## config.mk

```make
export PLATFORM = sky130hd
export DESIGN_NAME = axicb_mst_switch_rd_flat
export DESIGN_NICKNAME = d
export VERILOG_FILES = /design/src/rtl/axicb_pkg.sv /design/src/rtl/axicb_mst_switch_rd_if.sv /design/src/rtl/axicb_round_robin.sv /design/src/rtl/axicb_mst_switch_rd.sv /design/src/flat_wrapper.sv
export SDC_FILE = /design/constraint.sdc
export NUM_CORES = 1
export LEC_CHECK = 0
export CAP_MARGIN = 0
export CORE_ASPECT_RATIO = 1.1
export CORE_UTILIZATION = 42
export DETAILED_ROUTE_END_ITERATION = 16
export GPL_ROUTABILITY_DRIVEN = 0
export PLACE_DENSITY = 0.88
export SLEW_MARGIN = 0
export SYNTH_ARGS = -nofsm -noshare
export SYNTH_HDL_FRONTEND = slang
export SYNTH_HIERARCHICAL = 1
export SYNTH_SLANG_ARGS = --single-unit
```

## constraint.sdc

```tcl
create_clock -name aclk -period 5.3 [get_ports aclk]
set_input_delay 0.795 -clock aclk [delete_from_list [all_inputs] [get_ports aclk]]
set_output_delay 0.795 -clock aclk [all_outputs]
set_load 0.02 [all_outputs]
```

## src/rtl/axicb_pkg.sv

```systemverilog
// Shared crossbar definitions: limits, payload field offsets, R-burst
// router states and the RID-to-master decode helper.
package axicb_pkg;

    localparam int MST_NB_MAX    = 4;
    localparam int ID_W_MAX      = 32;
    localparam int ARCH_ADDR_OFF = 0;
    localparam int RCH_ID_OFF    = 0;

    typedef logic [ID_W_MAX-1:0]   id_t;
    typedef id_t [MST_NB_MAX-1:0]  id_masks_t;

    typedef enum logic [1:0] {
        R_IDLE  = 2'd0,
        R_ROUTE = 2'd1,
        R_SINK  = 2'd2
    } r_state_e;

    // One-hot master hit for an ID; the lowest matching index wins.
    function automatic logic [MST_NB_MAX-1:0] mst_index(
        input id_t       id,
        input id_t       sel,
        input id_masks_t masks
    );
        logic [MST_NB_MAX-1:0] hit;
        hit = '0;
        for (int i = MST_NB_MAX - 1; i >= 0; i--) begin
            if ((id & sel) == (masks[i] & sel)) begin
                hit    = '0;
                hit[i] = 1'b1;
            end else begin
                hit = hit;
            end
        end
        return hit;
    endfunction

endpackage

```

## src/rtl/axicb_mst_switch_rd_if.sv

```systemverilog
// Read-switch bus bundle: per-master AR/R side plus the single slave port.
interface axicb_mst_switch_rd_if #(
    parameter int MST_NB = 4,
    parameter int ARCH_W = 8,
    parameter int RCH_W  = 8
);
    logic [MST_NB-1:0]        i_arvalid;
    logic [MST_NB-1:0]        i_arready;
    logic [MST_NB*ARCH_W-1:0] i_arch;
    logic [MST_NB-1:0]        i_rvalid;
    logic [MST_NB-1:0]        i_rready;
    logic [MST_NB-1:0]        i_rlast;
    logic [RCH_W-1:0]         i_rch;
    logic                     o_arvalid;
    logic                     o_arready;
    logic [ARCH_W-1:0]        o_arch;
    logic                     o_rvalid;
    logic                     o_rready;
    logic                     o_rlast;
    logic [RCH_W-1:0]         o_rch;
    logic                     o_r_misroute;

    // Switch view.
    modport slave (
        input  i_arvalid, i_arch, i_rready, o_arready, o_rvalid, o_rlast, o_rch,
        output i_arready, i_rvalid, i_rlast, i_rch, o_arvalid, o_arch, o_rready,
               o_r_misroute
    );

    // Environment view (masters and the downstream slave).
    modport master (
        output i_arvalid, i_arch, i_rready, o_arready, o_rvalid, o_rlast, o_rch,
        input  i_arready, i_rvalid, i_rlast, i_rch, o_arvalid, o_arch, o_rready,
               o_r_misroute
    );
endinterface

```

## src/rtl/axicb_round_robin.sv

```systemverilog
// Round-robin arbiter: combinational one-hot grant searched from the
// pointer; the pointer moves past the grantee whenever en is high.
module axicb_round_robin #(
    parameter int N = 4
) (
    input  logic         aclk,
    input  logic         srst,
    input  logic         en,
    input  logic [N-1:0] req,
    output logic [N-1:0] grant
);
    localparam int PTR_W = (N > 1) ? $clog2(N) : 1;

    logic [PTR_W-1:0] ptr_q;
    logic [PTR_W-1:0] ptr_d;
    logic [PTR_W-1:0] gidx_s;
    logic [PTR_W-1:0] idx_s;
    logic             found_s;

    // Grant the first requester at or after the pointer.
    always_comb begin
        grant   = '0;
        gidx_s  = ptr_q;
        idx_s   = ptr_q;
        found_s = 1'b0;
        for (int k = 0; k < N; k++) begin
            idx_s = PTR_W'((int'(ptr_q) + k) % N);
            if (!found_s && req[idx_s]) begin
                found_s      = 1'b1;
                grant[idx_s] = 1'b1;
                gidx_s       = idx_s;
            end else begin
                found_s = found_s;
            end
        end
    end

    // Next pointer: one past the grantee on a completed transfer.
    always_comb begin
        ptr_d = ptr_q;
        if (en) begin
            if (int'(gidx_s) == N - 1) begin
                ptr_d = '0;
            end else begin
                ptr_d = gidx_s + PTR_W'(1);
            end
        end else begin
            ptr_d = ptr_q;
        end
    end

    // Pointer register.
    always_ff @(posedge aclk) begin
        if (srst) begin
            ptr_q <= '0;
        end else begin
            ptr_q <= ptr_d;
        end
    end
endmodule

```

## src/rtl/axicb_mst_switch_rd.sv

```systemverilog
// Slave-side read switch: round-robin AR arbitration onto one slave port,
// outstanding-read limiting, and RID-based R routing back to masters.
module axicb_mst_switch_rd
    import axicb_pkg::*;
#(
    parameter int                  AXI_ADDR_W      = 8,
    parameter int                  AXI_ID_W        = 8,
    parameter int                  MST_NB          = 4,
    parameter int                  SLV_OSTDREQ_NUM = 4,
    parameter logic [AXI_ID_W-1:0] ID_SEL_MASK     = 'h30,
    parameter logic [AXI_ID_W-1:0] MST0_ID_MASK    = 'h00,
    parameter logic [AXI_ID_W-1:0] MST1_ID_MASK    = 'h10,
    parameter logic [AXI_ID_W-1:0] MST2_ID_MASK    = 'h20,
    parameter logic [AXI_ID_W-1:0] MST3_ID_MASK    = 'h30,
    parameter int                  ARCH_W          = 8,
    parameter int                  RCH_W           = 8
) (
    input logic                  aclk,
    input logic                  srst,
    axicb_mst_switch_rd_if.slave bus
);
    localparam int        CNT_W     = $clog2(SLV_OSTDREQ_NUM + 1);
    localparam id_masks_t MST_MASKS = {id_t'(MST3_ID_MASK), id_t'(MST2_ID_MASK),
                                       id_t'(MST1_ID_MASK), id_t'(MST0_ID_MASK)};

    // The master count is fixed and the AR payload must at least hold the address.
    if ((MST_NB != MST_NB_MAX) || (ARCH_ADDR_OFF + AXI_ADDR_W > ARCH_W)) begin : g_bad_cfg
        $error("axicb_mst_switch_rd: unsupported MST_NB or ARCH_W");
    end

    logic [CNT_W-1:0]  cnt_q, cnt_d;
    logic              lock_q, lock_d;
    logic [MST_NB-1:0] lgrant_q, lgrant_d;
    r_state_e          r_state_q, r_state_d;
    logic [MST_NB-1:0] route_q, route_d;

    logic              full_s;
    logic [MST_NB-1:0] req_s;
    logic [MST_NB-1:0] grant_s;
    logic              ar_hs_s;
    logic              r_hs_s;
    logic              r_done_s;
    logic [MST_NB-1:0] hit_s;
    logic [MST_NB-1:0] sel_s;

    assign full_s   = (cnt_q == CNT_W'(SLV_OSTDREQ_NUM));
    assign ar_hs_s  = bus.o_arvalid & bus.o_arready;
    assign r_hs_s   = bus.o_rvalid & bus.o_rready;
    assign r_done_s = r_hs_s & bus.o_rlast;

    // Arbiter requests; a stalled grant is presented alone so it cannot move or be dropped by full.
    always_comb begin
        req_s = '0;
        if (lock_q) begin
            req_s = lgrant_q;
        end else begin
            req_s = bus.i_arvalid & {MST_NB{~full_s}};
        end
    end

    axicb_round_robin #(.N(MST_NB)) u_rr (
        .aclk  (aclk),
        .srst  (srst),
        .en    (ar_hs_s),
        .req   (req_s),
        .grant (grant_s)
    );

    // AR datapath: zero-latency mux of the grantee onto the slave port.
    always_comb begin
        bus.o_arvalid = 1'b0;
        bus.o_arch    = '0;
        bus.i_arready = '0;
        if (!srst) begin
            bus.o_arvalid = |(grant_s & bus.i_arvalid);
            for (int i = 0; i < MST_NB; i++) begin
                if (grant_s[i]) begin
                    bus.o_arch = bus.i_arch[i*ARCH_W +: ARCH_W];
                end else begin
                    bus.o_arch = bus.o_arch;
                end
            end
            bus.i_arready = grant_s & {MST_NB{bus.o_arready}};
        end else begin
            bus.o_arvalid = 1'b0;
        end
    end

    // Hold the grant while the slave back-pressures a valid request.
    always_comb begin
        lock_d   = bus.o_arvalid & ~bus.o_arready;
        lgrant_d = grant_s;
    end

    // Outstanding bursts: up on AR handshake, down on the last R beat, floor at zero.
    always_comb begin
        cnt_d = cnt_q;
        if (ar_hs_s && !r_done_s) begin
            cnt_d = cnt_q + CNT_W'(1);
        end else if (!ar_hs_s && r_done_s) begin
            if (cnt_q == '0) begin
                cnt_d = '0;
            end else begin
                cnt_d = cnt_q - CNT_W'(1);
            end
        end else begin
            cnt_d = cnt_q;
        end
    end

    // R destination: decode RID on a first beat, otherwise the burst's held route.
    always_comb begin
        hit_s = mst_index(id_t'(bus.o_rch[RCH_ID_OFF +: AXI_ID_W]), id_t'(ID_SEL_MASK), MST_MASKS);
        if (r_state_q == R_IDLE) begin
            sel_s = hit_s;
        end else begin
            sel_s = route_q;
        end
    end

    // R outputs: forward to the selected master, or sink the beat when nobody owns it.
    always_comb begin
        bus.i_rvalid     = '0;
        bus.i_rlast      = '0;
        bus.o_rready     = 1'b0;
        bus.o_r_misroute = 1'b0;
        bus.i_rch        = bus.o_rch;
        if (!srst && bus.o_rvalid) begin
            bus.i_rvalid = sel_s;
            bus.i_rlast  = sel_s & {MST_NB{bus.o_rlast}};
            if (sel_s == '0) begin
                bus.o_rready     = 1'b1;
                bus.o_r_misroute = 1'b1;
            end else begin
                bus.o_rready     = |(sel_s & bus.i_rready);
                bus.o_r_misroute = 1'b0;
            end
        end else begin
            bus.o_rready = 1'b0;
        end
    end

    // Burst route FSM: capture the route on the first beat, release on rlast.
    always_comb begin
        r_state_d = r_state_q;
        route_d   = route_q;
        case (r_state_q)
            R_IDLE: begin
                if (r_hs_s && !bus.o_rlast) begin
                    route_d   = hit_s;
                    r_state_d = (hit_s != '0) ? R_ROUTE : R_SINK;
                end else begin
                    r_state_d = R_IDLE;
                end
            end
            R_ROUTE, R_SINK: begin
                if (r_done_s) begin
                    route_d   = '0;
                    r_state_d = R_IDLE;
                end else begin
                    r_state_d = r_state_q;
                end
            end
            default: begin
                route_d   = '0;
                r_state_d = R_IDLE;
            end
        endcase
    end

    // State registers.
    always_ff @(posedge aclk) begin
        if (srst) begin
            cnt_q     <= '0;
            lock_q    <= 1'b0;
            lgrant_q  <= '0;
            r_state_q <= R_IDLE;
            route_q   <= '0;
        end else begin
            cnt_q     <= cnt_d;
            lock_q    <= lock_d;
            lgrant_q  <= lgrant_d;
            r_state_q <= r_state_d;
            route_q   <= route_d;
        end
    end
endmodule
```

## src/flat_wrapper.sv

```systemverilog
// flat-port wrapper written by rule: the top's interface ports become plain ports
module axicb_mst_switch_rd_flat import axicb_pkg::*;
#(
    parameter int                  AXI_ADDR_W      = 8,
    parameter int                  AXI_ID_W        = 8,
    parameter int                  MST_NB          = 4,
    parameter int                  SLV_OSTDREQ_NUM = 4,
    parameter logic [AXI_ID_W-1:0] ID_SEL_MASK     = 'h30,
    parameter logic [AXI_ID_W-1:0] MST0_ID_MASK    = 'h00,
    parameter logic [AXI_ID_W-1:0] MST1_ID_MASK    = 'h10,
    parameter logic [AXI_ID_W-1:0] MST2_ID_MASK    = 'h20,
    parameter logic [AXI_ID_W-1:0] MST3_ID_MASK    = 'h30,
    parameter int                  ARCH_W          = 8,
    parameter int                  RCH_W           = 8
)
  (aclk, srst, bus_i_arvalid, bus_i_arch, bus_i_rready, bus_o_arready, bus_o_rvalid, bus_o_rlast, bus_o_rch, bus_i_arready, bus_i_rvalid, bus_i_rlast, bus_i_rch, bus_o_arvalid, bus_o_arch, bus_o_rready, bus_o_r_misroute);
  axicb_mst_switch_rd_if #(.MST_NB(MST_NB), .ARCH_W(ARCH_W), .RCH_W(RCH_W)) bus_i ();
  input logic aclk;
  input logic srst;
  input wire logic [$bits(bus_i.i_arvalid)-1:0] bus_i_arvalid;
  input wire logic [$bits(bus_i.i_arch)-1:0] bus_i_arch;
  input wire logic [$bits(bus_i.i_rready)-1:0] bus_i_rready;
  input wire logic [$bits(bus_i.o_arready)-1:0] bus_o_arready;
  input wire logic [$bits(bus_i.o_rvalid)-1:0] bus_o_rvalid;
  input wire logic [$bits(bus_i.o_rlast)-1:0] bus_o_rlast;
  input wire logic [$bits(bus_i.o_rch)-1:0] bus_o_rch;
  output wire logic [$bits(bus_i.i_arready)-1:0] bus_i_arready;
  output wire logic [$bits(bus_i.i_rvalid)-1:0] bus_i_rvalid;
  output wire logic [$bits(bus_i.i_rlast)-1:0] bus_i_rlast;
  output wire logic [$bits(bus_i.i_rch)-1:0] bus_i_rch;
  output wire logic [$bits(bus_i.o_arvalid)-1:0] bus_o_arvalid;
  output wire logic [$bits(bus_i.o_arch)-1:0] bus_o_arch;
  output wire logic [$bits(bus_i.o_rready)-1:0] bus_o_rready;
  output wire logic [$bits(bus_i.o_r_misroute)-1:0] bus_o_r_misroute;
  assign bus_i.i_arvalid = bus_i_arvalid;
  assign bus_i.i_arch = bus_i_arch;
  assign bus_i.i_rready = bus_i_rready;
  assign bus_i.o_arready = bus_o_arready;
  assign bus_i.o_rvalid = bus_o_rvalid;
  assign bus_i.o_rlast = bus_o_rlast;
  assign bus_i.o_rch = bus_o_rch;
  assign bus_i_arready = bus_i.i_arready;
  assign bus_i_rvalid = bus_i.i_rvalid;
  assign bus_i_rlast = bus_i.i_rlast;
  assign bus_i_rch = bus_i.i_rch;
  assign bus_o_arvalid = bus_i.o_arvalid;
  assign bus_o_arch = bus_i.o_arch;
  assign bus_o_rready = bus_i.o_rready;
  assign bus_o_r_misroute = bus_i.o_r_misroute;
  axicb_mst_switch_rd #(.AXI_ADDR_W(AXI_ADDR_W), .AXI_ID_W(AXI_ID_W), .MST_NB(MST_NB), .SLV_OSTDREQ_NUM(SLV_OSTDREQ_NUM), .ID_SEL_MASK(ID_SEL_MASK), .MST0_ID_MASK(MST0_ID_MASK), .MST1_ID_MASK(MST1_ID_MASK), .MST2_ID_MASK(MST2_ID_MASK), .MST3_ID_MASK(MST3_ID_MASK), .ARCH_W(ARCH_W), .RCH_W(RCH_W)) u_core (.aclk(aclk), .srst(srst), .bus(bus_i));
endmodule
```

==> results of run 1 <==
[worst paths after layout]
kind	from	end	cells after the start
max	bus_i_arvalid[0]	bus_o_arch[6]	12
min	u_core/r_state_q[1]	u_core/r_state_q[1]	1
max reg2reg	u_core/cnt_q[0]	u_core/cnt_q[2]	19
min reg2reg	u_core/r_state_q[1]	u_core/r_state_q[1]	1
[critical path: stages]
cell	delay (ps)
clkdlybuf4s50_1	430
a22o_1	280
mux4_2	540
nand2b_1	190
nor3_1	390
a22oi_1	120
o21ai_0	180
buf_4	250
a221oi_1	100
a211o_1	250
a21oi_1	150
clkdlybuf4s50_1	630
[flip-flops by register name, summed over array words and instances, names as in the netlist]
name / cells
u_core/lgrant_q: 4
u_core/cnt_q: 3
u_core/r_state_q: 2
u_core/route_q: 4
u_core/lock_q: 1
u_core/u_rr/ptr_q: 2
[report_power, final]
group,switching [W],leakage (nW),total (W),internal (W)
clock,0.0000479,0.0288,0.000114,0.0000661
combinational,0.000240,0.818,0.000475,0.000235
sequential,0.00000920,0.130,0.000141,0.000132
[layout make-up]
class | count | area (um^2) | area share (%)
clock buffer | 4 | 55.05 | 2.160
inverter | 17 | 63.81 | 2.504
multi-input combinational | 172 | 1274 | 49.98
sequential | 16 | 320.3 | 12.57
tap | 52 | 65.06 | 2.553
timing repair buffer | 79 | 770.7 | 30.24
[kinds of logic (layout without fill, tap and decap cells)]
logic type | count (synthesis) | count (layout) | synth area share (%)
AOI/OAI and AO/OA | 73 | 73 | 29.66
and+or+nand+nor | 72 | 72 | 20.48
buffers and inverters | 35 | 100 | 10.03
DFF | 16 | 16 | 18.08
muxes | 14 | 14 | 12.78
adders and majority gates | 12 | 12 | 8.474
xor gates and xnor gates | 1 | 1 | 0.4944
[stage by stage]
step / util, % / area (um^2) / setup slack [ps]
after detailed placement: 62.44 / 2494 / 209.2
after global placement: 62.44 / 2494 / 307.0
after floorplan: - / 1772 / 1067
final: 63.82 / 2549 / 199.2
after CTS: 63.82 / 2549 / 198.2
after global routing: 63.82 / 2549 / 50.71
[routing by layer]
| metal | global-route usage (%) | vias up | share of wire (%) |
|---|---|---|---|
| met2 | 38.18 | 71 | 49 |
| met4 | 11.11 | 0 | 3.2 |
| met5 | 0 | - | 0 |
| li1 | - | 939 | - |
| met3 | 2.451 | 18 | 5.1 |
| met1 | 26.00 | 885 | 43 |
[Yosys cell counts (2+ instances only)]
cell	n	share of area [%]
a22oi_1	23	9.7
nor2_1	22	4.7
inv_1	17	3.6
dfxtp_1	16	18
nand2_1	16	3.4
o21ai_0	14	4.0
ha_1	12	8.5
nor2b_1	11	3.9
a22o_1	10	4.9
buf_4	8	3.4
a21oi_1	7	2.0
clkbuf_1	7	1.5
and2_1	6	2.1
mux2i_1	5	2.8
nand2b_1	5	1.8
o22ai_1	4	1.4
mux2_2	3	1.9
nor3_1	3	0.85
o21ai_1	3	0.85
and3_1	2	0.71
buf_6	2	1.3
mux2i_4	2	2.5
mux4_1	2	3.0
mux4_2	2	2.5
nand3_1	2	0.56
[repair_timing]
item                       CTS  global route
setup endpoints to repair    0             9
resized for setup            0             1
hold buffers                 0             0
==> impl_metrics.yaml, run 1 <==
finish:
  layout-drive-gt1-share_pct: 9.028
  n_fill_cell: 341
  antennaDiodeCount: 0
  nNetsFinal: 354
  syn_to_final_growth_pct: 43.86
  final_cells: 340
  final_common_cell: "clkdlybuf4s50_1"
  mostFrequentLayoutCells: "clkdlybuf4s50_1 (71), a22oi_1 (23), nor2_1 (22)"
power:
  p_leak_nw: 0.9771
  finalPower_w: 0.0007302
  p_per_area_mw_per_mm2: 286.5
  ir_drop_mv: 0.1314
synth:
  synth_cell_type_count: 44
  syn_avg_cell_area_um2: 7.945
  synth_flop_cell: "dfxtp_1"
  synth_fp_nets: 288
  ys_ff_latch: 16
  syn_area_mm2: 0.001772
  async_flop_share_pct: 0
  synth_warnings: 6
  synthCells: 223
  synth-seq-area-share_pct: 18.08
  synth_edf_count: 0
global_route:
  grt_antenna_before_repair: 0
  grt_max_degree: 19
  grt_first_pass_wirelength_um: 7921
  grt_usage_pct: 21.88
  gr-total-overflow: 0
  grt_pass1_vias: 1783
timing:
  finalSetupViolCount: 0
  slew_headroom_pct: 58.01
  fin_crit_ps: 5101
  finalClockSkew_ps: 5.413
  fmax_ghz: 0.1960
  tightestPinTransition_ps: 627.9
  hold_violations: 0
  slew_violations: 0
  timing.hold.ws_ps: 486.1
  period_share_pct: 96.24
  rsz0062_at_grt: "no"
  fin_tns_setup_ps: 0
die:
  io_pins: 84
  die_w_um: 63.93
  rows: 24
  die_y_um: 70.12
  dieArea_mm2: 0.004482
  core_area_mm2: 0.003994
  initial_core_util_pct: 44.36
detailed_routing:
  drc_errors: 0
  drtIter0Drc: 146
  dr_total_vias: 1913
  detail-route-antenna-nets: 0
  avgViaCountPerCell: 5.626
  wirelength_um: 4930
  wl_per_cell_um: 14.50
  drt_pass1_iterations: 5
placed_design:
  place_hpwl_um: 3776
  io_buffer_count: 71
  dp.cells: 336
critical_path:
  startpoint_type: "primary input"
  required_ps: 4510
  arrival_ps: 4310
  critical_path_class: "primary input to output port"
  crit_path_end_kind: "output port"
  regToRegSetupSlack_ps: 950
  crit_fanout: 11
clock_tree:
  insertion_delay_ps: 260
  cts_buffers: 3
  cts_tree: "built"
  post_cts_buffers: 0
  clk_transition_reported_paths_ps: 70
  cts_max_path_buffers: 2
  h-tree-depth: 1
  cts_root_buffer: "clkbuf_8"
  clock-sinks: 16
worst_hold_path:
  hold_class: "flip-flop to flip-flop"
job:
  cap_viol_max_count: 0
run_status:
  status: "complete, no violations"
Power figures use the tool's default switching activity.
==> run 2: changes to the inputs <==
--- a/config.mk
+++ b/config.mk
@@ -11,6 +11,8 @@
 export DETAILED_ROUTE_END_ITERATION = 16
 export GPL_ROUTABILITY_DRIVEN = 0
 export PLACE_DENSITY = 0.88
+export SETUP_SLACK_MARGIN = 0.02
+export SKIP_LAST_GASP = 1
 export SLEW_MARGIN = 0
 export SYNTH_ARGS = -nofsm -noshare
 export SYNTH_HDL_FRONTEND = slang
==> results of run 2 <==
The final DEF is identical to that of run 1; final timing and power are the same.
==> run 3: changes to the inputs <==
--- a/config.mk
+++ b/config.mk
@@ -7,10 +7,10 @@
 export LEC_CHECK = 0
 export CAP_MARGIN = 0
 export CORE_ASPECT_RATIO = 1.1
-export CORE_UTILIZATION = 42
+export CORE_UTILIZATION = 45
 export DETAILED_ROUTE_END_ITERATION = 16
 export GPL_ROUTABILITY_DRIVEN = 0
-export PLACE_DENSITY = 0.88
+export PLACE_DENSITY = 0.93
 export SETUP_SLACK_MARGIN = 0.02
 export SKIP_LAST_GASP = 1
 export SLEW_MARGIN = 0
==> constraint.sdc (replaced) <==
create_clock -name aclk -period 6.6 [get_ports aclk]
set_input_delay 0.99 -clock aclk [delete_from_list [all_inputs] [get_ports aclk]]
set_output_delay 0.99 -clock aclk [all_outputs]
set_load 0.02 [all_outputs]
==> run 3 against run 2 <==
Net effect:
- final cell count is 2.4% lower
- worst setup slack gained 440 ps
- power shrank 23%
- routed wire length decreased by 8.2%
- hold slack improved by 12 ps
- design area fell by 1.9%
- core utilization increased by 3.6 points
- sequential share of layout area increased by 0.24 points
- die area decreased by 6.5%
- register-to-register slack better by 980 ps
- critical endpoint unchanged
==> impl_metrics.yaml, run 3 (same netlist as run 1, synthesis figures left out) <==
die:
  core_area_mm2: 0.003712
  die_w_um: 61.83
  rows: 23
  initial_core_util_pct: 47.72
  dieArea_mm2: 0.004192
  io_pins: 84
  die_y_um: 67.81
clock_tree:
  cts_tree: "built"
  cts_max_path_buffers: 2
  clk_transition_reported_paths_ps: 60
  cts_buffers: 3
  clock-sinks: 16
  cts_root_buffer: "clkbuf_8"
  holdBufCountCts: 0
  ctsResizeCount: 0
  post_cts_buffers: 0
  insertion_delay_ps: 250
  h-tree-depth: 1
critical_path:
  timing.rr.end: "u_core/cnt_q[2]"
  reg2reg_depth: 19
  crit_path_end_kind: "output port"
  crit_fanout: 14
  arrival_ps: 4970
  startpoint_type: "primary input"
  required_ps: 5610
  startpoint: "bus_i_arvalid[2]"
  crit-reg2reg-launch: "u_core/cnt_q[0]"
  crit_path_end: "bus_o_arch[6]"
  regToRegSetupSlack_ps: 1930
  critical_path_class: "primary input to output port"
finish:
  mostFrequentLayoutCells: "clkdlybuf4s50_1 (71), a22oi_1 (23), nor2_1 (22)"
  layout-drive-gt1-share_pct: 7.092
  nNetsFinal: 348
  syn_to_final_growth_pct: 41.17
  final_common_cell: "clkdlybuf4s50_1"
  largest_registers: "u_core/lgrant_q: 4 flops, u_core/route_q: 4 flops, u_core/cnt_q: 3 flops"
  n_fill_cell: 302
  antennaDiodeCount: 0
power:
  p_per_area_mw_per_mm2: 225.0
  ir_drop_mv: 0.09251
  p_leak_nw: 0.9460
timing:
  fin_crit_ps: 5961
  tightestPinTransition_ps: 683.5
  slew_violations: 0
  final.setup.worst_slack_ps: 638.8
  slew_headroom_pct: 53.95
  finalClockSkew_ps: 0.5329
  rsz0062_at_grt: "no"
  fmax_ghz: 0.1678
  period_share_pct: 90.32
  hold_violations: 0
  finalSetupViolCount: 0
  fin_tns_setup_ps: 0
  timing.hold.ws_ps: 497.6
detailed_routing:
  dr_total_vias: 1849
  detail-route-antenna-nets: 0
  wl_per_cell_um: 13.64
  drt_pass1_iterations: 4
  wirelength_um: 4527
  avgViaCountPerCell: 5.569
  drtIter0Drc: 162
  drc_errors: 0
placed_design:
  place_hpwl_um: 3589
  io_buffer_count: 71
  pre_cts_ws_ps: 695.6
global_route:
  gr-total-overflow: 0
  grt_pass1_vias: 1615
  grt_usage_pct: 21.76
  grt_antenna_before_repair: 0
  grt_first_pass_wirelength_um: 6982
  grt_max_degree: 19
run_status:
  status: "complete, no violations"
worst_hold_path:
  hold_class: "flip-flop to flip-flop"
job:
  cap_viol_max_count: 0
-- run 3: per-layer routing --
layer | wire, um | global-route usage, % | share of wire, %
met5 | 0 | 0 | 0
met4 | 71 | 8.611 | 1.6
met3 | 306 | 3.970 | 6.8
met2 | 2256 | 37.23 | 50
met1 | 1892 | 26.55 | 42
-- run 3: layout make-up --
type	count	area (um^2)	area share, %
repair buffers	73	725.7	29.01
well taps	50	62.56	2.501
clock buffers	4	55.05	2.201
flip-flops and latches	16	320.3	12.81
multi-input cells	172	1274	50.93
inverters	17	63.81	2.551
-- run 3: how the worst min path moves through the flow --
stage / slack [ps] / to / depth (start not counted) / startpoint
finish: 500 / u_core/r_state_q[1] / 1 / u_core/r_state_q[1]
global route: 520 / u_core/r_state_q[1] / 1 / u_core/r_state_q[1]
CTS: 500 / u_core/r_state_q[1] / 1 / u_core/r_state_q[1]
detailed placement: 490 / u_core/r_state_q[1] / 1 / u_core/r_state_q[1]
global placement: 470 / u_core/r_state_q[1] / 1 / u_core/r_state_q[1]
floorplan: 450 / u_core/r_state_q[1] / 1 / u_core/r_state_q[1]
-- run 3: power breakdown --
| part | switching [W] | internal [W] | total (W) |
|---|---|---|---|
| combinational | 0.000184 | 0.000175 | 0.000358 |
| sequential | 0.0000111 | 0.000106 | 0.000117 |
| clock | 0.0000343 | 0.0000530 | 0.0000873 |
-- run 3: worst max-delay path, stage by stage --
cell	delay, ps
clkdlybuf4s50_1	420
nand2b_1	70
o21ai_0	210
mux4_1	780
nor3_1	440
a22oi_1	130
o21ai_0	200
nor2b_1	530
a221oi_1	160
a211o_1	250
a21oi_1	140
clkdlybuf4s50_1	630
-- run 3: stage by stage --
| stage | area, um^2 | std cells | utilization, % | power (W) |
|---|---|---|---|---|
| after detailed placement | 2446 | 328 | 65.89 | 0.0004740 |
| final | 2501 | 332 | 67.37 | 0.0005627 |
| after CTS | 2501 | 332 | 67.37 | 0.0005628 |
| after floorplan | 1772 | 223 | - | 0.0003629 |
| after global placement | 2446 | 328 | 65.89 | 0.0004665 |
| after global routing | 2501 | 332 | 67.37 | 0.0006039 |
==> patch, RTL diff (settings of run 1) <==
Re-encode `r_state_e` (3 states) as one-hot, 3 bits wide.
--- a/src/rtl/axicb_pkg.sv
+++ b/src/rtl/axicb_pkg.sv
@@ -11,8 +11,8 @@
     typedef id_t [MST_NB_MAX-1:0]  id_masks_t;
 
-    typedef enum logic [1:0] {
-        R_IDLE  = 2'd0,
-        R_ROUTE = 2'd1,
-        R_SINK  = 2'd2
+    typedef enum logic [2:0] {
+        R_IDLE  = 3'b001,
+        R_ROUTE = 3'b010,
+        R_SINK  = 3'b100
     } r_state_e;
 
Behaviour: no difference found for any inputs over 4 cycles, from zero or initial values and one cycle with srst high; so few cycles prove little.
==> patch against run 1 <==
- worst setup slack improved by 110 ps
- area after synthesis increased by 7.1%
- cell count rose by 4.1%
- power is 6.5% higher
- global-route usage up 0.59 points
- wire length up 6.7%
- largest power group unchanged
- synthesized cell count grew 7.2%
- sequential cell count rose by 1
- largest cell class unchanged
- final area rose by 4.2%
- core utilization down 2.3 points
==> patch: results (changes against run 1) <==
status: complete, no violations (unchanged)
Worst Hold Launch: u_core/route_q[3]$_SDFFE_PP0P_ (was u_core/r_state_q[1]$_SDFFE_PP0P_)
DP HPWL: 4.059 mm (was 3.776 mm)
peak supply drop: 0.1232 mV (was 0.1314 mV)
Cells after DPL: 350 (was 336)
met1 usage: 0.2925 (was 0.2600)
adder-cell share of the synthesized area: 0.07256 (was 0.08475)
Setup crit start: bus_i_arvalid[1] (was bus_i_arvalid[0])
syn_area_per_cell: 7.936 sq um (was 7.945 sq um)
post-place setup slack: 222.7 ps (was 209.2 ps)
Synth Net Count: 303 (was 288)
GRT Util Overall: 0.2247 (was 0.2188)
Worst EP arrival: 4190 ps (was 4310 ps)
vias after detailed routing: 1983 (was 1913)
post-synthesis mux area share: 0.1392 (was 0.1278)
metal2 WL: 2.594 mm (was 2.399 mm)
WL final: 5.260 mm (was 4.930 mm)
P_comb: 526 uW (was 475 uW)
vias in the first global route: 1828 (was 1783)
switching share of total power: 0.4262 (was 0.4074)
Hold Path Sink: u_core/route_q[3]$_SDFFE_PP0P_ (was u_core/r_state_q[1]$_SDFFE_PP0P_)
number of DRC violations after detailed-routing iteration 0: 144 (was 146)
Layout Skew: 3.679 ps (was 5.413 ps)
biggest regs: u_core/lgrant_q x4, u_core/route_q x4 (was u_core/lgrant_q x4, u_core/route_q x4, u_core/cnt_q x3)
first-pass GRT wire length: 8.411 mm (was 7.921 mm)
==> patch: repair_timing <==
action | 4_1_cts | 5_1_grt
resized for setup | 0 | 2
endpoints found under the hold margin | 0 | 0
hold buffers | 0 | 0
endpoints found under the setup margin | 0 | 8
==> patch: cells by family (layout without fill, tap and decap cells) <==
group	after synthesis	in the layout
buffers and inverters	29	90
xor gates and xnor gates	2	2
DFF	17	17
muxes	19	19
and+or+nand+nor	102	102
AOI/OAI and AO/OA	59	59
adders and majority gates	11	11
==> patch: tightest hold or removal path, delay by kind of cell (launching register included) <==
family / cells / cell delay, ps
flip-flops: 1 / 340
AND/OR/NAND/NOR: 1 / 60
multiplexers: 1 / 50
==> patch: cell type report <==
class / count / area share
tap: 54 / 0.02545
clock inverter: 1 / 0.001885
multi-input combinational: 193 / 0.5302
inverter: 8 / 0.01131
sequential: 17 / 0.1282
clock buffer: 3 / 0.01555
timing repair buffer: 78 / 0.2875
